[src/rtl/afc_cal_sequencer_if.sv]
// afc_cal_sequencer_if: calibration control, cap-bank code and frequency-counter handshake
interface afc_cal_sequencer_if #(
  parameter int CODE_W = 4,
  parameter int CNT_W  = 16
);
  logic              start;
  logic [CNT_W-1:0]  target_cnt;
  logic              meas_start;
  logic              meas_done;
  logic [CNT_W-1:0]  meas_cnt;
  logic [CODE_W-1:0] cap_code;
  logic              busy;
  logic              done;
  logic              lock;
  logic              err;
  modport master (
    output start, target_cnt, meas_done, meas_cnt,
    input  meas_start, cap_code, busy, done, lock, err
  );
  modport slave (
    input  start, target_cnt, meas_done, meas_cnt,
    output meas_start, cap_code, busy, done, lock, err
  );
endinterface

[src/rtl/afc_cal_sequencer.sv]
// afc_cal_sequencer: SAR search of the VCO cap code against a target count, with early lock and a final verify
module afc_cal_sequencer #(
  parameter int CODE_W      = 4,
  parameter int CNT_W       = 16,
  parameter int SETTLE_CYC  = 16,
  parameter int TOL         = 2,
  parameter int TIMEOUT_CYC = 4096
) (
  input logic clk,
  input logic rst,
  afc_cal_sequencer_if.slave cal
);
  localparam int PW = (CODE_W > 1) ? $clog2(CODE_W) : 1;
  localparam int SW = $clog2(SETTLE_CYC + 1);
  localparam int TW = $clog2(TIMEOUT_CYC + 1);
  localparam logic [CODE_W-1:0] MID   = {1'b1, {(CODE_W-1){1'b0}}};
  localparam logic [CNT_W:0]    TOL_V = (CNT_W+1)'(TOL);
  typedef enum logic [2:0] {S_IDLE, S_SETTLE, S_TRIG, S_WAIT, S_DONE} state_t;
  state_t            state_q;
  logic [CODE_W-1:0] code_q, code_dec, code_d;
  logic [PW-1:0]     ptr_q;
  logic              verify_q;
  logic [CNT_W-1:0]  tgt_q;
  logic [SW-1:0]     st_q;
  logic [TW-1:0]     to_q;
  logic              meas_start_q, busy_q, done_q, lock_q, err_q;
  logic [CNT_W:0]    diff;
  logic              slow, in_tol;
  always_comb begin
    diff     = (cal.meas_cnt >= tgt_q) ? {1'b0, cal.meas_cnt - tgt_q} : {1'b0, tgt_q - cal.meas_cnt};
    in_tol   = diff <= TOL_V;
    slow     = cal.meas_cnt < tgt_q;
    code_dec = slow ? code_q : code_q & ~(CODE_W'(1) << ptr_q);
    code_d   = code_dec | ((ptr_q != '0) ? (CODE_W'(1) << (ptr_q - 1'b1)) : '0);
  end
  always_ff @(posedge clk) begin
    if (rst) begin
      state_q      <= S_IDLE;
      code_q       <= MID;
      ptr_q        <= '0;
      verify_q     <= 1'b0;
      tgt_q        <= '0;
      st_q         <= '0;
      to_q         <= '0;
      meas_start_q <= 1'b0;
      busy_q       <= 1'b0;
      done_q       <= 1'b0;
      lock_q       <= 1'b0;
      err_q        <= 1'b0;
    end else begin
      meas_start_q <= 1'b0;
      case (state_q)
        S_IDLE, S_DONE: if (cal.start) begin
          tgt_q    <= cal.target_cnt;
          code_q   <= MID;
          ptr_q    <= PW'(CODE_W - 1);
          verify_q <= 1'b0;
          st_q     <= '0;
          done_q   <= 1'b0;
          lock_q   <= 1'b0;
          err_q    <= 1'b0;
          busy_q   <= 1'b1;
          state_q  <= S_SETTLE;
        end
        S_SETTLE: if (st_q == SW'(SETTLE_CYC - 1)) begin
          st_q         <= '0;
          meas_start_q <= 1'b1;
          state_q      <= S_TRIG;
        end else begin
          st_q <= st_q + 1'b1;
        end
        S_TRIG: begin
          to_q    <= '0;
          state_q <= S_WAIT;
        end
        S_WAIT: if (cal.meas_done) begin
          // a failed verify ends the run without touching the code
          if (in_tol || verify_q) begin
            lock_q  <= in_tol;
            done_q  <= 1'b1;
            busy_q  <= 1'b0;
            state_q <= S_DONE;
          end else begin
            code_q   <= code_d;
            ptr_q    <= (ptr_q == '0) ? ptr_q : ptr_q - 1'b1;
            verify_q <= ptr_q == '0;
            state_q  <= S_SETTLE;
          end
        end else if (to_q == TW'(TIMEOUT_CYC - 1)) begin
          err_q   <= 1'b1;
          lock_q  <= 1'b0;
          done_q  <= 1'b1;
          busy_q  <= 1'b0;
          state_q <= S_DONE;
        end else begin
          to_q <= to_q + 1'b1;
        end
        default: state_q <= S_IDLE;
      endcase
    end
  end
  assign cal.meas_start = meas_start_q;
  assign cal.cap_code   = code_q;
  assign cal.busy       = busy_q;
  assign cal.done       = done_q;
  assign cal.lock       = lock_q;
  assign cal.err        = err_q;
endmodule

[src/flat_wrapper.sv]
// flat-port wrapper written by rule: the top's interface ports become plain ports
module afc_cal_sequencer_flat 
#(
  parameter int CODE_W      = 4,
  parameter int CNT_W       = 16,
  parameter int SETTLE_CYC  = 16,
  parameter int TOL         = 2,
  parameter int TIMEOUT_CYC = 4096
)
  (clk, rst, cal_start, cal_target_cnt, cal_meas_done, cal_meas_cnt, cal_meas_start, cal_cap_code, cal_busy, cal_done, cal_lock, cal_err);
  afc_cal_sequencer_if #(.CODE_W(CODE_W), .CNT_W(CNT_W)) cal_i ();
  input logic clk;
  input logic rst;
  input wire logic [$bits(cal_i.start)-1:0] cal_start;
  input wire logic [$bits(cal_i.target_cnt)-1:0] cal_target_cnt;
  input wire logic [$bits(cal_i.meas_done)-1:0] cal_meas_done;
  input wire logic [$bits(cal_i.meas_cnt)-1:0] cal_meas_cnt;
  output wire logic [$bits(cal_i.meas_start)-1:0] cal_meas_start;
  output wire logic [$bits(cal_i.cap_code)-1:0] cal_cap_code;
  output wire logic [$bits(cal_i.busy)-1:0] cal_busy;
  output wire logic [$bits(cal_i.done)-1:0] cal_done;
  output wire logic [$bits(cal_i.lock)-1:0] cal_lock;
  output wire logic [$bits(cal_i.err)-1:0] cal_err;
  assign cal_i.start = cal_start;
  assign cal_i.target_cnt = cal_target_cnt;
  assign cal_i.meas_done = cal_meas_done;
  assign cal_i.meas_cnt = cal_meas_cnt;
  assign cal_meas_start = cal_i.meas_start;
  assign cal_cap_code = cal_i.cap_code;
  assign cal_busy = cal_i.busy;
  assign cal_done = cal_i.done;
  assign cal_lock = cal_i.lock;
  assign cal_err = cal_i.err;
  afc_cal_sequencer #(.CODE_W(CODE_W), .CNT_W(CNT_W), .SETTLE_CYC(SETTLE_CYC), .TOL(TOL), .TIMEOUT_CYC(TIMEOUT_CYC)) u_core (.clk(clk), .rst(rst), .cal(cal_i));
endmodule
[config.mk]
export PLATFORM = sky130hd
export DESIGN_NAME = afc_cal_sequencer_flat
export DESIGN_NICKNAME = d
export VERILOG_FILES = /design/src/rtl/afc_cal_sequencer_if.sv /design/src/rtl/afc_cal_sequencer.sv /design/src/flat_wrapper.sv
export SDC_FILE = /design/constraint.sdc
export NUM_CORES = 1
export LEC_CHECK = 0
export CAP_MARGIN = 20
export CORE_ASPECT_RATIO = 1.2
export CORE_UTILIZATION = 60
export CTS_CLUSTER_DIAMETER = 40
export DETAILED_ROUTE_END_ITERATION = 10
export GPL_TIMING_DRIVEN = 0
export PLACE_DENSITY = 0.85
export SKIP_CTS_REPAIR_TIMING = 1
export SYNTH_ARGS = -nofsm -noshare
export SYNTH_HDL_FRONTEND = slang
export SYNTH_SLANG_ARGS = --single-unit
export TNS_END_PERCENT = 10
[constraint.sdc]
create_clock -name clk -period 9 [get_ports clk]
set_input_delay 2.7 -clock clk [delete_from_list [all_inputs] [get_ports clk]]
set_output_delay 2.7 -clock clk [all_outputs]
set_load 0.03 [all_outputs]
# [Yosys cells after proc, flatten, opt, wreduce, memory -nomap -nowiden]
# Cells that the tools add are included.
# Widths: inputs -> output; s select.
[word_totals] regBits=49 latchBits=0 ramBits=0 rom_bits=0 input_bits=36 output_inout_bits=9 elab_cells=102 mem_count=0
[op_classes] n_addsub=5 mul=0 div_mod_pow=0 order_cmp=3 eq_ne=16 n_shift=2 mux=43 n_bitwise=4 reduce_logical=17
[op_table] cell="$sub 16x16->16" count=2
[op_table] cell="$mux 13" count=2
[op_table] cell="$pmux 13 s2" count=1
[op_table] cell="$mux 4" count=5
[op_table] cell="$le 17x2->1 const B" count=1
[op_table] cell="$ge 16x16->1" count=1
[op_table] cell="$lt 16x16->1" count=1
[op_table] cell="$mux 16" count=1
[op_table] cell="$mux 3" count=5
[op_table] cell="$mux 1" count=14
[op_table] cell="$add 13x1->13 const B" count=1
[op_table] cell="$eq 13x12->1 const B" count=1
[op_table] cell="$ne 2x2->1 const B" count=6
[op_table] cell="$pmux 3 s4" count=1
[op_table] cell="$reduce_and 4->1" count=3
[op_table] cell="$mux 5" count=2
[op_table] cell="$pmux 1 s2" count=5
[op_table] cell="$pmux 5 s2" count=1
[op_table] cell="$mux 2" count=4
[op_table] cell="$pmux 4 s2" count=1
[op_table] cell="$reduce_bool 2->1" count=4
[op_table] cell="$shl 1x2->4 const A" count=2
[op_table] cell="$eq 3x2->1 const B" count=2
[op_table] cell="$ne 3x2->1 const B" count=2
[op_table] cell="18 further kinds" count=22

# [Logic depth before layout (Yosys ltp)]
[logic_depth] ltp_word=8 mapped_depth=16 mapped_depth_nobuf=14

# [Worst setup path before layout]
# OpenSTA, ideal clock, no wires.
[synth_path] path_type="in2reg" startpoint="input port cal_meas_cnt[0]" endpoint="register u_core.ptr_q[0]" setup_time_ps=134 arrival_time_ps=5420 required_ps=8866 setup_slack_ps=3447 stages=16 n_path_buf=2 cell_sequence="inv_1 > ha_1 > inv_1 > fa_1 > nand3_1 > a21oi_1 > o21ai_1 > and2_1 > buf_6 > mux2_1 > a31oi_1 > xnor2_1 > nor3_2 > buf_4 > o41ai_1 > a21oi_1"
[synth_between] elab_chain_cells=6 elab_cells_between_ends=8 cone_classes="2 x add/sub; 2 x order compare; 1 x eq/ne; 1 x mux; 2 x reduce/logical"
[synth_lines] element="from (decl)" line_no="flat_wrapper.sv:17" rtl="input wire logic [$bits(cal_i.meas_cnt)-1:0] cal_meas_cnt;"
[synth_lines] element="$sub 16x16->16 / $ge 16x16->1 (equally long branches)" line_no="afc_cal_sequencer.sv:30" rtl="diff = (cal.meas_cnt >= tgt_q) ? {1'b0, cal.meas_cnt - tgt_q} : {1'b0, tgt_q - cal.meas_cnt};"
[synth_lines] element="$mux 16 (*)" line_no="afc_cal_sequencer.sv:30"
[synth_lines] element="$le 17x2->1 (*)" line_no="afc_cal_sequencer.sv:31" rtl="in_tol = diff <= TOL_V;"
[synth_lines] element="$logic_or 1x1->1 (*)" line_no="afc_cal_sequencer.sv:78" rtl="if (in_tol || verify_q) begin"
[synth_lines] element="$ne 2x2->1 (no source line) (*)"
[synth_lines] element="$reduce_and 5->1 (no source line) (*)"
[synth_lines] element="to (signal assigned)" line_no="afc_cal_sequencer.sv:56" rtl="ptr_q <= PW'(CODE_W - 1);"
[synth_lines] element="to (signal assigned)" line_no="afc_cal_sequencer.sv:85" rtl="ptr_q <= (ptr_q == '0) ? ptr_q : ptr_q - 1'b1;"
[synth_lines] element="to (decl)" line_no="afc_cal_sequencer.sv:21" rtl="logic [PW-1:0] ptr_q;"
# Mark *: on every way between the ends. The rest lies on a longest branch, timed or not.
# A chain may end at the register's enable or synchronous reset.

# [Worst setup path after layout]
[layout_path] startpoint="input port cal_meas_cnt[7]" endpoint="register u_core.ptr_q[0]"
# Same word-level chain as after synthesis.

==> results.md <==
Final layout:
- The share of layout cells above drive strength 1 is 6.82%.
- The number of antenna diodes in the final layout is 0.
- At the end of the flow the core is filled with cells to 73.5%.
- Relative to the synthesized area, the layout overhead comes to 15.8%.
- The final net count is 635.

Power and ir drop:
- The clock network is responsible for 23.0% of the overall power.
- The switching share of power is 34.3%.
- The internal power is 370 uW.
- In this run the power spent charging and discharging nets is 193 uW.
- The total leakage power is 1.83 nW.
- The largest voltage drop on the vdd net is 0.0950 mV.
- The sequential share of power is 41.2%.
- The power per cell area is 124 mW/mm^2.
- The share of total power dissipated in combinational logic is 35.8%.

Setup path:
- The launch instance of the worst register-to-register path is u_core.tgt_q[7].
- The slowest stage of the critical path belongs to the cell sky130_fd_sc_hd__o21ai_1.
- The sort of element at the start of the critical path is a primary input.
- Among cell families on the critical path, the largest total delay comes from compound AO/OA/AOI/OAI gates.
- The buffering stage count on the worst path with inverters included is 5.
- The number of cells on the worst reg-to-reg path is 14.
- The data required time of the worst path is 9170 ps.
- The setup slack of the most critical reg-to-reg path is 5320 ps.
- The critical path is of the in -> reg type.
- The kind of capture point of the worst setup path is a flip-flop.
- Counting buffers and inverters, the worst setup path is 16 cells deep.
- In this run the worst path has a maximum fanout of 10.
- The maximum single-stage delay on the critical path is 500 ps.
- Walking the worst path, the cells encountered are clkdlybuf4s50_1 > inv_1 > ha_1 > buf_4 > a21oi_1 > o31ai_1 > o21ai_1 > and2_1 > buf_6 > mux2_1 > a31oi_1 > xnor2_1 > nor3_2 > buf_4 > o41ai_1 > a21oi_1.
- The end of the critical path is u_core.ptr_q[0].
- In this run the worst setup path begins at cal_meas_cnt[7].
- The capturing point of the worst reg2reg path is u_core.ptr_q[0].
- The arrival time of the worst setup path is 6400 ps.

Timing:
- The final-report hold violation count is 0.
- Setup repair after global routing left no endpoint under its margin.
- The final setup slack of the worst path is 2780 ps.
- The worst-case headroom to the max-slew limit is 50.5%.
- The count of final setup violators is 0.
- The pin slew with the least headroom to its limit is 738 ps.
- The time the worst path needs with I/O delays and setup is 6220 ps.
- Hold is met by 479 ps.
- After routing, the total negative slack on setup checks comes to 0 ps.
- For the final database, setup skew stands at 5.64 ps.
- Dividing the final minimum period by the clock period gives 69.2%.
- The number of pins with negative max-slew slack in the final report came to 0.
- The achievable frequency is 161 MHz.

Logic synthesis:
- Synthesis instantiated 69 different standard cells from the library.
- When the netlist entered floorplanning its net count stood at 585.
- Counting flops with an async set or reset pin after synthesis yields a share of 0%.
- The Yosys step of the flow raised 0 warnings.
- The cell area that synthesis handed to floorplanning was 0.00391 mm^2.
- The synthesized instance count is 507.
- The number of storage elements in the synthesis netlist is 49.
- The number of enable flip-flop cells after synthesis is 0.
- Yosys instantiated no cell more often than sky130_fd_sc_hd__nand2_1.
- A synthesized cell averages 7.72 um^2.
- Sequential cells were found to cover 25.1% of the synthesized design area.
- By area the synthesized netlist is led by sky130_fd_sc_hd__dfxtp_1 (25%), sky130_fd_sc_hd__ha_1 (13%), sky130_fd_sc_hd__a21oi_1 (6.9%).
- The commonest cells after synthesis are sky130_fd_sc_hd__nand2_1 (59), sky130_fd_sc_hd__a21oi_1 (54), sky130_fd_sc_hd__dfxtp_1 (49).
- The leading area contributor after synthesis is sky130_fd_sc_hd__dfxtp_1.
- Among all flip-flop cells after synthesis, the most frequent one is sky130_fd_sc_hd__dfxtp_1.
- The fraction of post-synthesis cell area in the top cell type by area is 25.1%.

CTS:
- The count of H-tree levels built during CTS is 2.
- The TritonCTS clock tree is done.
- The clock insertion delay at the later pin of the skew report is 300 ps.
- The clock net in this run drives a total of 49 sinks.
- Clock-pin slew was measured on the worst setup and hold paths at 90 ps.
- The number of CTS-inserted buffers is 5.
- The number of buffers between clock root and the deepest sink is 2.
- The cell sitting at the root of the clock tree is a sky130_fd_sc_hd__clkbuf_8.

Detailed routing:
- Dividing the detail-routed wire length by the instance count gives 15.0 um.
- The number of iterations in the first detailed-routing pass is 6.
- The vias per cell is 6.09.
- The detailed router finished its first iteration with 254 violations.
- For this block, the routed nets add up to 9.56 mm of wire.
- The via count of the routed design is 3894.
- Once detail routing completed, the nets flagged for antenna violations numbered 0.
- After detailed routing, the number of remaining DRC violations is 0.

Global routing:
- The largest net degree at the start of global routing is 14.
- The first global-routing pass estimated 16.0 mm of wire.
- The total overflow left after global routing is 0.
- The number of global-route vias before repair was 3796.
- The initial antenna violation count is 0.
- Across every metal layer, demand over resource in global routing totals 29.6%.

Outcome:
- The flow ran to the end, and the final reports show no timing, DRC or antenna violations.

Die:
- In this run the horizontal extent of the chip is 75.7 um.
- The total area inside the core boundary comes to 0.00617 mm^2.
- The number of ports placed on the die boundary is 45.
- The floorplan has 31 rows.
- In this run the vertical extent of the chip is 90.5 um.
- Once the floorplan was initialized, standard cells occupied 63.4% of the core.
- The total die area is 0.00685 mm^2.

Placed design:
- The number of input and output port buffers inserted is 43.
- At the end of routability-driven placement, the weighted congestion stood at 0.884.
- The placed wire-length estimate after detailed placement is 7.53 mm.
- Before CTS, the worst setup slack after placement is 2540 ps.

Run:
- The tool flagged a number of max-cap violations equal to 0.

Worst hold path:
- The type of the most critical hold path is reg -> reg.
-- stage by stage --
step	instances	cell area, um^2	total power [mW]
4_1_cts	639	4530	0.563
3_3_place_gp	632	4450	0.427
3_5_place_dp	632	4450	0.434
6_report	639	4530	0.563
2_1_floorplan	507	3910	0.379
5_1_grt	639	4530	0.598
-- tightest hold or removal path: cells and delay by family (launching register included) --
family	cells	cell delay, ps
flip-flops	1	320
AO/OA/AOI/OAI	1	60
AND/OR/NAND/NOR	1	50
-- power by group through the flow --
stage | Clock, mW | Combinational [mW] | Sequential [mW]
floorplan | 0 | 0.144 | 0.236
global placement | 0 | 0.191 | 0.236
detailed placement | 0 | 0.197 | 0.237
CTS | 0.133 | 0.198 | 0.232
global route | 0.141 | 0.224 | 0.233
finish | 0.129 | 0.202 | 0.232
-- layer usage --
| metal | GRT usage, % | up-vias | wire (um) | part of all wire, % |
|---|---|---|---|---|
| li1 | - | 1900 | - | - |
| met1 | 31.9 | 1852 | 3910 | 41 |
| met2 | 53.2 | 111 | 5040 | 53 |
| met3 | 5.25 | 31 | 321 | 3.4 |
| met4 | 14.4 | 0 | 291 | 3.0 |
| met5 | 0 | - | 0 | 0 |
-- logic make-up after synthesis --
group,Yosys count,share of synthesized area (%)
compound gates,149,26.6
xor+xnor,20,4.48
fa+ha+maj,42,13.8
buf+inv,73,7.93
flops,49,25.1
mux,6,1.60
simple gates,168,20.5
-- placed cells by master (no fill, tap or decap), drive strengths merged, types with 7 or more instances in the layout --
master and count:
nand2 59, a21oi 55, dfxtp 49, inv 49, clkdlybuf4s50 43, ha 40
nor2 37, o21ai 24, clkbuf 18, nand4 15, nor3 14, buf 13
xor2 11, xnor2 9, nand3 7, nor4 7, and2 7, a211oi 7
-- how the worst min path moves through the flow --
stage	from	endpoint	slack, ps	cells past startpoint
4_1_cts	u_core.tgt_q[15]	u_core.tgt_q[15]	480	2
3_5_place_dp	u_core.tgt_q[15]	u_core.tgt_q[15]	450	2
6_report	u_core.tgt_q[15]	u_core.tgt_q[15]	480	2
5_1_grt	u_core.to_q[5]	u_core.to_q[5]	500	2
3_3_place_gp	u_core.tgt_q[15]	u_core.tgt_q[15]	450	2
2_1_floorplan	u_core.tgt_q[15]	u_core.tgt_q[15]	440	2
-- sequential cells by signal (all words and copies together) (netlist names), 2 cells and up --
register             flops
u_core.ptr_q             2
u_core.cal.cap_code      4
u_core.to_q             13
u_core.st_q              5
u_core.state_q           3
u_core.tgt_q            16
-- layout make-up --
| class | instances | area [um^2] |
|---|---|---|
| multi-input combinational | 385 | 2620 |
| fill | 503 | 1640 |
| sequential | 49 | 981 |
| timing repair buffer | 43 | 430 |
| inverter | 49 | 184 |
| buffer | 24 | 126 |
| tap | 82 | 103 |
| clock buffer | 7 | 86.3 |
No activity file was read; power rests on OpenSTA's default activity.
